$ cat config.mk
export PLATFORM = sky130hd
export DESIGN_NAME = uart_rx_buffer_flat
export DESIGN_NICKNAME = d
export VERILOG_FILES = /design/src/rtl/uart_rx_buffer_pkg.sv /design/src/rtl/uart_rx_buffer_if.sv /design/src/rtl/uart_rx_buffer_sync_fifo_fwft.sv /design/src/rtl/uart_rx_buffer.sv /design/src/flat_wrapper.sv
export SDC_FILE = /design/constraint.sdc
export NUM_CORES = 1
export LEC_CHECK = 0
export ABC_CLOCK_PERIOD_IN_PS = 3100
export BUFFER_PORTS_ARGS = -buffer_cell sky130_fd_sc_hd__buf_2
export CORE_MARGIN = 2
export CORE_UTILIZATION = 55
export DETAILED_ROUTE_END_ITERATION = 10
export GPL_TIMING_DRIVEN = 0
export PLACE_DENSITY = 0.77
export RECOVER_POWER = 25
export SLEW_MARGIN = 20
export SYNTH_ARGS = -nofsm -noshare
export SYNTH_HDL_FRONTEND = slang
export SYNTH_HIERARCHICAL = 1
export SYNTH_SLANG_ARGS = --single-unit
$ cat constraint.sdc
create_clock -name clock -period 3.1 [get_ports clock]
set_clock_uncertainty 0.05 [all_clocks]
set_input_delay 0.31 -clock clock [delete_from_list [all_inputs] [get_ports clock]]
set_output_delay 0.31 -clock clock [all_outputs]
set_load 0.01 [all_outputs]
$ cat src/rtl/uart_rx_buffer_pkg.sv
// uart_rx_buffer shared package
// Default sizing and width helpers for the receive buffer and its FIFO.
package uart_rx_buffer_pkg;

    localparam int DEF_W     = 8;
    localparam int DEF_DEPTH = 4;

    // Pointer width; a single-entry FIFO would still need one bit.
    function automatic int ptr_w(input int depth);
        return (depth > 1) ? $clog2(depth) : 1;
    endfunction

    // Occupancy must be able to represent Depth itself.
    function automatic int cnt_w(input int depth);
        return $clog2(depth + 1);
    endfunction

    // Pointers wrap by natural overflow, so Depth must be a power of two.
    function automatic bit depth_ok(input int depth);
        return (depth >= 2) && ((depth & (depth - 1)) == 0);
    endfunction

endpackage

$ cat src/rtl/uart_rx_buffer_if.sv
// uart_rx_buffer bus interface
// Deserializer input, output stream and status bundled together.
interface uart_rx_buffer_if
    import uart_rx_buffer_pkg::*;
#(
    parameter int W     = DEF_W,
    parameter int Depth = DEF_DEPTH
) ();

    localparam int CW = cnt_w(Depth);

    logic [W-1:0]  rx_data;
    logic          rx_valid;
    logic [W-1:0]  out_data;
    logic          out_valid;
    logic          out_ready;
    logic          overrun;
    logic          overrun_clear;
    logic [CW-1:0] count;

    modport master (
        output rx_data,
        output rx_valid,
        output out_ready,
        output overrun_clear,
        input  out_data,
        input  out_valid,
        input  overrun,
        input  count
    );

    modport slave (
        input  rx_data,
        input  rx_valid,
        input  out_ready,
        input  overrun_clear,
        output out_data,
        output out_valid,
        output overrun,
        output count
    );

endinterface

$ cat src/rtl/uart_rx_buffer_sync_fifo_fwft.sv
// sync_fifo_fwft: single-clock first-word-fall-through FIFO
// Head word is read combinationally; a pop on a full FIFO frees room for a push.
module sync_fifo_fwft
    import uart_rx_buffer_pkg::*;
#(
    parameter int W     = DEF_W,
    parameter int Depth = DEF_DEPTH
) (
    input  logic                     clock,
    input  logic                     reset,
    input  logic                     push,
    input  logic [W-1:0]             push_data,
    input  logic                     pop,
    output logic [W-1:0]             head,
    output logic                     empty,
    output logic                     full,
    output logic [cnt_w(Depth)-1:0]  count
);

    localparam int PW = ptr_w(Depth);
    localparam int CW = cnt_w(Depth);

    if (!depth_ok(Depth)) begin : g_bad_depth
        $error("sync_fifo_fwft: Depth must be a power of two >= 2");
    end

    logic [W-1:0]  r_mem [Depth];
    logic [PW-1:0] r_rd_ptr;
    logic [PW-1:0] r_wr_ptr;
    logic [CW-1:0] r_count;

    logic w_pop_ok;
    logic w_push_ok;

    assign empty     = (r_count == '0);
    assign full      = (r_count == CW'(Depth));
    assign w_pop_ok  = pop & ~empty;
    assign w_push_ok = push & (~full | w_pop_ok);

    assign head  = r_mem[r_rd_ptr];
    assign count = r_count;

    // Storage write; contents are don't-care until written.
    always_ff @(posedge clock) begin
        if (w_push_ok) begin
            r_mem[r_wr_ptr] <= push_data;
        end
    end

    // Pointer and occupancy bookkeeping.
    always_ff @(posedge clock) begin
        if (reset) begin
            r_rd_ptr <= '0;
            r_wr_ptr <= '0;
            r_count  <= '0;
        end else begin
            if (w_push_ok) begin
                r_wr_ptr <= r_wr_ptr + PW'(1);
            end
            if (w_pop_ok) begin
                r_rd_ptr <= r_rd_ptr + PW'(1);
            end
            r_count <= r_count + CW'(w_push_ok) - CW'(w_pop_ok);
        end
    end

endmodule

$ cat src/rtl/uart_rx_buffer.sv
// uart_rx_buffer: frame capture from the deserializer into a FWFT FIFO
// Rising edge of rx_valid pushes one word; drops on full set a sticky flag.
module uart_rx_buffer
    import uart_rx_buffer_pkg::*;
#(
    parameter int W     = DEF_W,
    parameter int Depth = DEF_DEPTH
) (
    input  logic              clock,
    input  logic              reset,
    uart_rx_buffer_if.slave   bus
);

    localparam int CW = cnt_w(Depth);

    logic          r_prev_valid;
    logic          r_overrun;
    logic          w_push;
    logic          w_pop;
    logic          w_empty;
    logic          w_full;
    logic          w_drop;
    logic [W-1:0]  w_head;
    logic [CW-1:0] w_count;

    assign w_push = bus.rx_valid & ~r_prev_valid;
    assign w_pop  = bus.out_ready & ~w_empty;
    assign w_drop = w_push & w_full & ~w_pop;

    // Previous rx_valid; starts high so a frame already good at reset is ignored.
    always_ff @(posedge clock) begin
        if (reset) begin
            r_prev_valid <= 1'b1;
        end else begin
            r_prev_valid <= bus.rx_valid;
        end
    end

    // Sticky overrun; a drop in the same cycle as a clear keeps it set.
    always_ff @(posedge clock) begin
        if (reset) begin
            r_overrun <= 1'b0;
        end else if (w_drop) begin
            r_overrun <= 1'b1;
        end else if (bus.overrun_clear) begin
            r_overrun <= 1'b0;
        end
    end

    sync_fifo_fwft #(
        .W     (W),
        .Depth (Depth)
    ) u_fifo (
        .clock     (clock),
        .reset     (reset),
        .push      (w_push),
        .push_data (bus.rx_data),
        .pop       (w_pop),
        .head      (w_head),
        .empty     (w_empty),
        .full      (w_full),
        .count     (w_count)
    );

    assign bus.out_data  = w_head;
    assign bus.out_valid = ~w_empty;
    assign bus.overrun   = r_overrun;
    assign bus.count     = w_count;

endmodule

$ cat src/flat_wrapper.sv
// flat-port wrapper written by rule: the top's interface ports become plain ports
module uart_rx_buffer_flat import uart_rx_buffer_pkg::*;
#(
    parameter int W     = DEF_W,
    parameter int Depth = DEF_DEPTH
)
  (clock, reset, bus_rx_data, bus_rx_valid, bus_out_ready, bus_overrun_clear, bus_out_data, bus_out_valid, bus_overrun, bus_count);
  uart_rx_buffer_if #(.W(W), .Depth(Depth)) bus_i ();
  input  logic clock;
  input  logic reset;
  input wire logic [$bits(bus_i.rx_data)-1:0] bus_rx_data;
  input wire logic [$bits(bus_i.rx_valid)-1:0] bus_rx_valid;
  input wire logic [$bits(bus_i.out_ready)-1:0] bus_out_ready;
  input wire logic [$bits(bus_i.overrun_clear)-1:0] bus_overrun_clear;
  output wire logic [$bits(bus_i.out_data)-1:0] bus_out_data;
  output wire logic [$bits(bus_i.out_valid)-1:0] bus_out_valid;
  output wire logic [$bits(bus_i.overrun)-1:0] bus_overrun;
  output wire logic [$bits(bus_i.count)-1:0] bus_count;
  assign bus_i.rx_data = bus_rx_data;
  assign bus_i.rx_valid = bus_rx_valid;
  assign bus_i.out_ready = bus_out_ready;
  assign bus_i.overrun_clear = bus_overrun_clear;
  assign bus_out_data = bus_i.out_data;
  assign bus_out_valid = bus_i.out_valid;
  assign bus_overrun = bus_i.overrun;
  assign bus_count = bus_i.count;
  uart_rx_buffer #(.W(W), .Depth(Depth)) u_core (.clock(clock), .reset(reset), .bus(bus_i));
endmodule
# Yosys cells after proc, flatten, opt, wreduce, memory -nomap -nowiden
# Memories as Yosys holds them, arrays and structs flattened. A register that Yosys moved wholly into a read port is not among the register bits.
# Index checks and enable logic that the tools add are counted.
# totals
inputBits,13
mem_bits_rw,32
regBits,9
word_cells,30
out_inout_bits,13
n_memories,1
# op_classes
bitwise,11
n_eq_ne,1
n_addsub,4
reduce_logical,2
n_mux,6
# memory_table
name,words,word_bits,read_ports,rd_ports_with_merged_regs,wr,line,source
u_core.u_fifo.r_mem,4,8,1,1,1,uart_rx_buffer_sync_fifo_fwft.sv:27,logic [W-1:0] r_mem [Depth];
# ops
cell,count
$and 1x1->1,6
$add 2x1->2 const B,2
$mux 1,4
$mux 2,2
$not 1->1,4
$add 3x1->3,1
$eq 3x3->1 const B,1
$logic_not 3->1,1
$sub 3x1->3,1
$reduce_bool 2->1,1
$or 1x1->1,1

# Logic depth before layout (Yosys ltp)
# logic_depth
ltp_word,8
depth_mapped,10
ltp_nobuf,10

# By module
# The synthesis kept the hierarchy.
# modules_own_cells
module,seq_area_each_um2,area_per_inst_um2,cells_each,instances
sync_fifo_fwft,1141.1,1649.1,89,1
uart_rx_buffer,40.0,88.8,9,1

# Worst setup path before layout
# OpenSTA, ideal clock, no wires.
# synth_timing
path_kind,register -> register
from,"register u_core.u_fifo.r_count[1], in the netlist u_core/u_fifo/count[1]"
to,"register u_core.u_fifo.r_count[2], in the netlist u_core/u_fifo/count[2]"
setup_time_ns,0.126
arrival_time_ns,2.152
period_less_slack_ns,2.328
n_path_buf,0
required_time_ns,2.924
stages_incl_launch_ff,11
setup_slack_ns,0.772
cell_sequence,dfxtp_1 nor3_1 nor2b_2 o31ai_2 or2_1 a21bo_2 ha_1 fa_1 xnor2_1 xnor2_1 nor2_1
# synth_via
elab_chain_len,8
elab_cells_between_ends,10
cone_classes,add/sub (2); eq/ne (1); bitwise (6); reduce/logical (1)
# synth_rtl
item,line,source
"start, declared",uart_rx_buffer_sync_fifo_fwft.sv:30,logic [CW-1:0] r_count;
"start signal, assigned",uart_rx_buffer_sync_fifo_fwft.sv:63,r_count <= r_count + CW'(w_push_ok) - CW'(w_pop_ok);
$logic_not 3->1 (*),uart_rx_buffer_sync_fifo_fwft.sv:35,assign empty = (r_count == '0);
net u_core.w_empty,uart_rx_buffer.sv:20,logic w_empty;
$not 1->1 (*),uart_rx_buffer.sv:27,assign w_pop = bus.out_ready & ~w_empty;
$and 1x1->1 (*),uart_rx_buffer.sv:27,
net u_core.w_pop,uart_rx_buffer.sv:19,logic w_pop;
$and 1x1->1 (*),uart_rx_buffer_sync_fifo_fwft.sv:37,assign w_pop_ok = pop & ~empty;
$or 1x1->1,uart_rx_buffer_sync_fifo_fwft.sv:38,assign w_push_ok = push & (~full | w_pop_ok);
$and 1x1->1,uart_rx_buffer_sync_fifo_fwft.sv:38,
$add 3x1->3,uart_rx_buffer_sync_fifo_fwft.sv:63,
$sub 3x1->3 (*),uart_rx_buffer_sync_fifo_fwft.sv:63,
# Mark *: on every way through the listed nets, which the timed path passes. The rest lies on a longest branch.
# A chain may end at the register's enable or synchronous reset.

# Worst setup path after layout
# Same ends and word-level chain as after synthesis.

==> out/results.ini <==
[status]
status=finished, final reports clean

[synthesis]
netlist_instances=98
synth.top_cells.by_area=edfxtp_1, dfxtp_1, mux4_2, ha_1, and2_2
post-synth-top-count-cell=edfxtp_1
yosys_warnings=6
synthMuxAreaShare=0.118
syn_avg_cell_area_sq_um=17.7
synth_edf_count=32
yosys_register_bits=43
synthArstFlopShare=0
synth_compound_area_frac=0.0338
synthesis.nets=117
synthXorXnorAreaFrac=0.0202
synth_top_cell_by_area=edfxtp_1
synth_fa_ha_area_frac=0.0475
synth_cell_type_count=28
synth_top_family_by_area=multiplexers
ys_seq_area_frac=0.680
ys.flop_type=edfxtp_1
synth.top_cell.area_share=0.553
synthSimpleGateAreaFrac=0.0806
synth_common_cells=edfxtp_1, dfxtp_1, mux4_2
synth_area_sq_um=1740

[setup_path]
critPathLaunchType=flop
crit_required_ns=3.27
path_cells=nor3_1 -> nor2b_2 -> o31ai_2 -> or2_1 -> a21bo_2 -> ha_1 -> fa_1 -> xnor2_1 -> xnor2_1 -> nor2_1
cp.arrival_ns=2.61
cp_max_fo=7
cp_slowest_cell=dfxtp_1
path_class=flop to flop
max_stage_delay_ns=0.42
path_common_cell=xnor2_1
cp-end-kind=flop

[floorplan]
rows=20
core_area_sq_um=3030
io_pins=26
dieArea_sq_um=3630
start_util=0.574
die_x_microns=60.2
die_h_microns=60.2

[route]
totalWireLength_microns=2590
vias=902
post_drt_wl_per_cell_microns=14.8
ant_nets=0
drtIter0Drc=23
first_pass_iters=4
drc=0
vias_per_cell=5.15

[flow_run]
drv_cap=0

[clocking]
cts_setup_buffers=0
clk_pin_slew_worst_paths_ns=0.12
cts_max_level=2
root_buffer=clkbuf_4
clock_latency_ns=0.34
cts_hold_buf=0
cts_tree=yes
clkSinkCount=43
cts_inserted_buffers=5
cts_resized=0
clk_path_buf_depth=2

[layout]
synthToLayoutAreaGrowth_pct=15.8
antenna_cells=0
finish.net_count=149
finalInstanceArea_sq_um=2010
fin_util=0.664
layout-drive-gt1-share=0.351

[sta]
drv_slew=0
setup_tns_ns=0
setup_viol=0
rsz0062_at_grt=false
finalHoldViolations=0
maxSlewHeadroom=0.664
worstMarginPinSlew_ns=0.504
fin_crit_sh=0.786
setup_slack_ns=0.662
fmax_ghz=0.410
period_needed_ns=2.44

[global_routing]
grt_pass1_vias=901
gr-usage-met2=0.273
antenna_found_initial=0
grt.total_usage=0.163
grt_max_degree=14
grt_pass1_wl_microns=4170
grt_use_met1=0.196
busiest_layer=met2
grt-ovfl-total=0
met3_usage=0.0433

[place]
place.port_buffers=25
gp_congestion=0.801
place_area_sq_um=1920
pre_cts_ws_ns=0.676
dpl.hpwl_microns=1830

[power_and_ir_drop]
powerDensity_nw_per_um2=634
p_leak_nw=0.717
vdd_drop_max_uv=312

[worst_hold_path]
worst_hold_path_type=input port to flop

[layer usage]
metal	wire, microns	vias to the layer above	share of wire
met5	0	-	0
met4	42	0	0.016
met3	106	5	0.041
met2	1340	20	0.52
met1	1100	449	0.42
li1	-	428	-
[stage by stage]
stage / cells / power, mW / hold WS (ns)
final: 175 / 1.28 / 0.101
after global routing: 175 / 1.33 / 0.104
after CTS: 175 / 1.29 / 0.0835
after detailed placement: 167 / 0.875 / 0.433
after global placement: 167 / 0.868 / 0.409
after floorplan: 98 / 0.814 / 0.359
[cell type report]
type                    count  area (sq um)
plain buffers               3          12.5
clock buffers               6          41.3
clock inverters             2          60.1
fillers                   220          1020
inverters                   6          22.5
multi-input cells          46           522
flip-flops and latches     43          1180
well taps                  44          55.1
repair buffers             25           118
[registers in the layout (all words and copies together), names as in the netlist, named ones only]
name	flops
u_core/r_prev_valid	1
u_core/u_fifo/count	3
u_core/bus.overrun	1
u_core/u_fifo/r_mem	32
u_core/u_fifo/r_rd_ptr	2
u_core/u_fifo/r_wr_ptr	2
[worst max-delay path: cells and delay by family, from the launching register on]
| kind | cells | cell delay (ns) |
|---|---|---|
| XOR/XNOR | 2 | 0.30 |
| AND/OR/NAND/NOR | 4 | 0.67 |
| AO/OA/AOI/OAI | 2 | 0.33 |
| flip-flops | 1 | 0.42 |
| adder cells (fa/ha/maj) | 2 | 0.55 |
[cells by family (layout without fill, tap and decap cells)]
group | count (synthesis) | in the layout
AOI/OAI and AO/OA | 5 | 5
xor gates and xnor gates | 4 | 4
adders and majority gates | 6 | 6
buffers and inverters | 9 | 42
DFF | 43 | 43
muxes | 10 | 10
and+or+nand+nor | 21 | 21
[report_power, final]
group | switching (mW) | internal (mW) | leakage, nW
registers | 0.0274 | 0.642 | 0.378
clock network | 0.166 | 0.252 | 0.0525
logic | 0.0935 | 0.0945 | 0.286
total | 0.287 | 0.989 | 0.717
[cell usage in the layout, fill, tap and decap left out, drive strengths merged, types with 4 or more instances in the layout]
master and instances:
nor2 6, inv 6, and2 4, nor2b 4, dfxtp 11, edfxtp 32
mux4 8, ha 5, clkbuf 13, buf 21
[path summary, 6_finish.rpt]
path	endpoint	slack, ns	depth (start not counted)	startpoint
max	u_core/u_fifo/count[2]$_SDFF_PP0_	0.66	10	u_core/u_fifo/count[1]$_SDFF_PP0_
min	u_core/bus.overrun$_SDFFE_PP0P_	0.10	2	bus_overrun_clear
max reg2reg	u_core/u_fifo/count[2]$_SDFF_PP0_	0.66	10	u_core/u_fifo/count[1]$_SDFF_PP0_
min reg2reg	u_core/bus.overrun$_SDFFE_PP0P_	0.45	2	u_core/bus.overrun$_SDFFE_PP0P_
No activity file was read; power rests on OpenSTA's default activity.
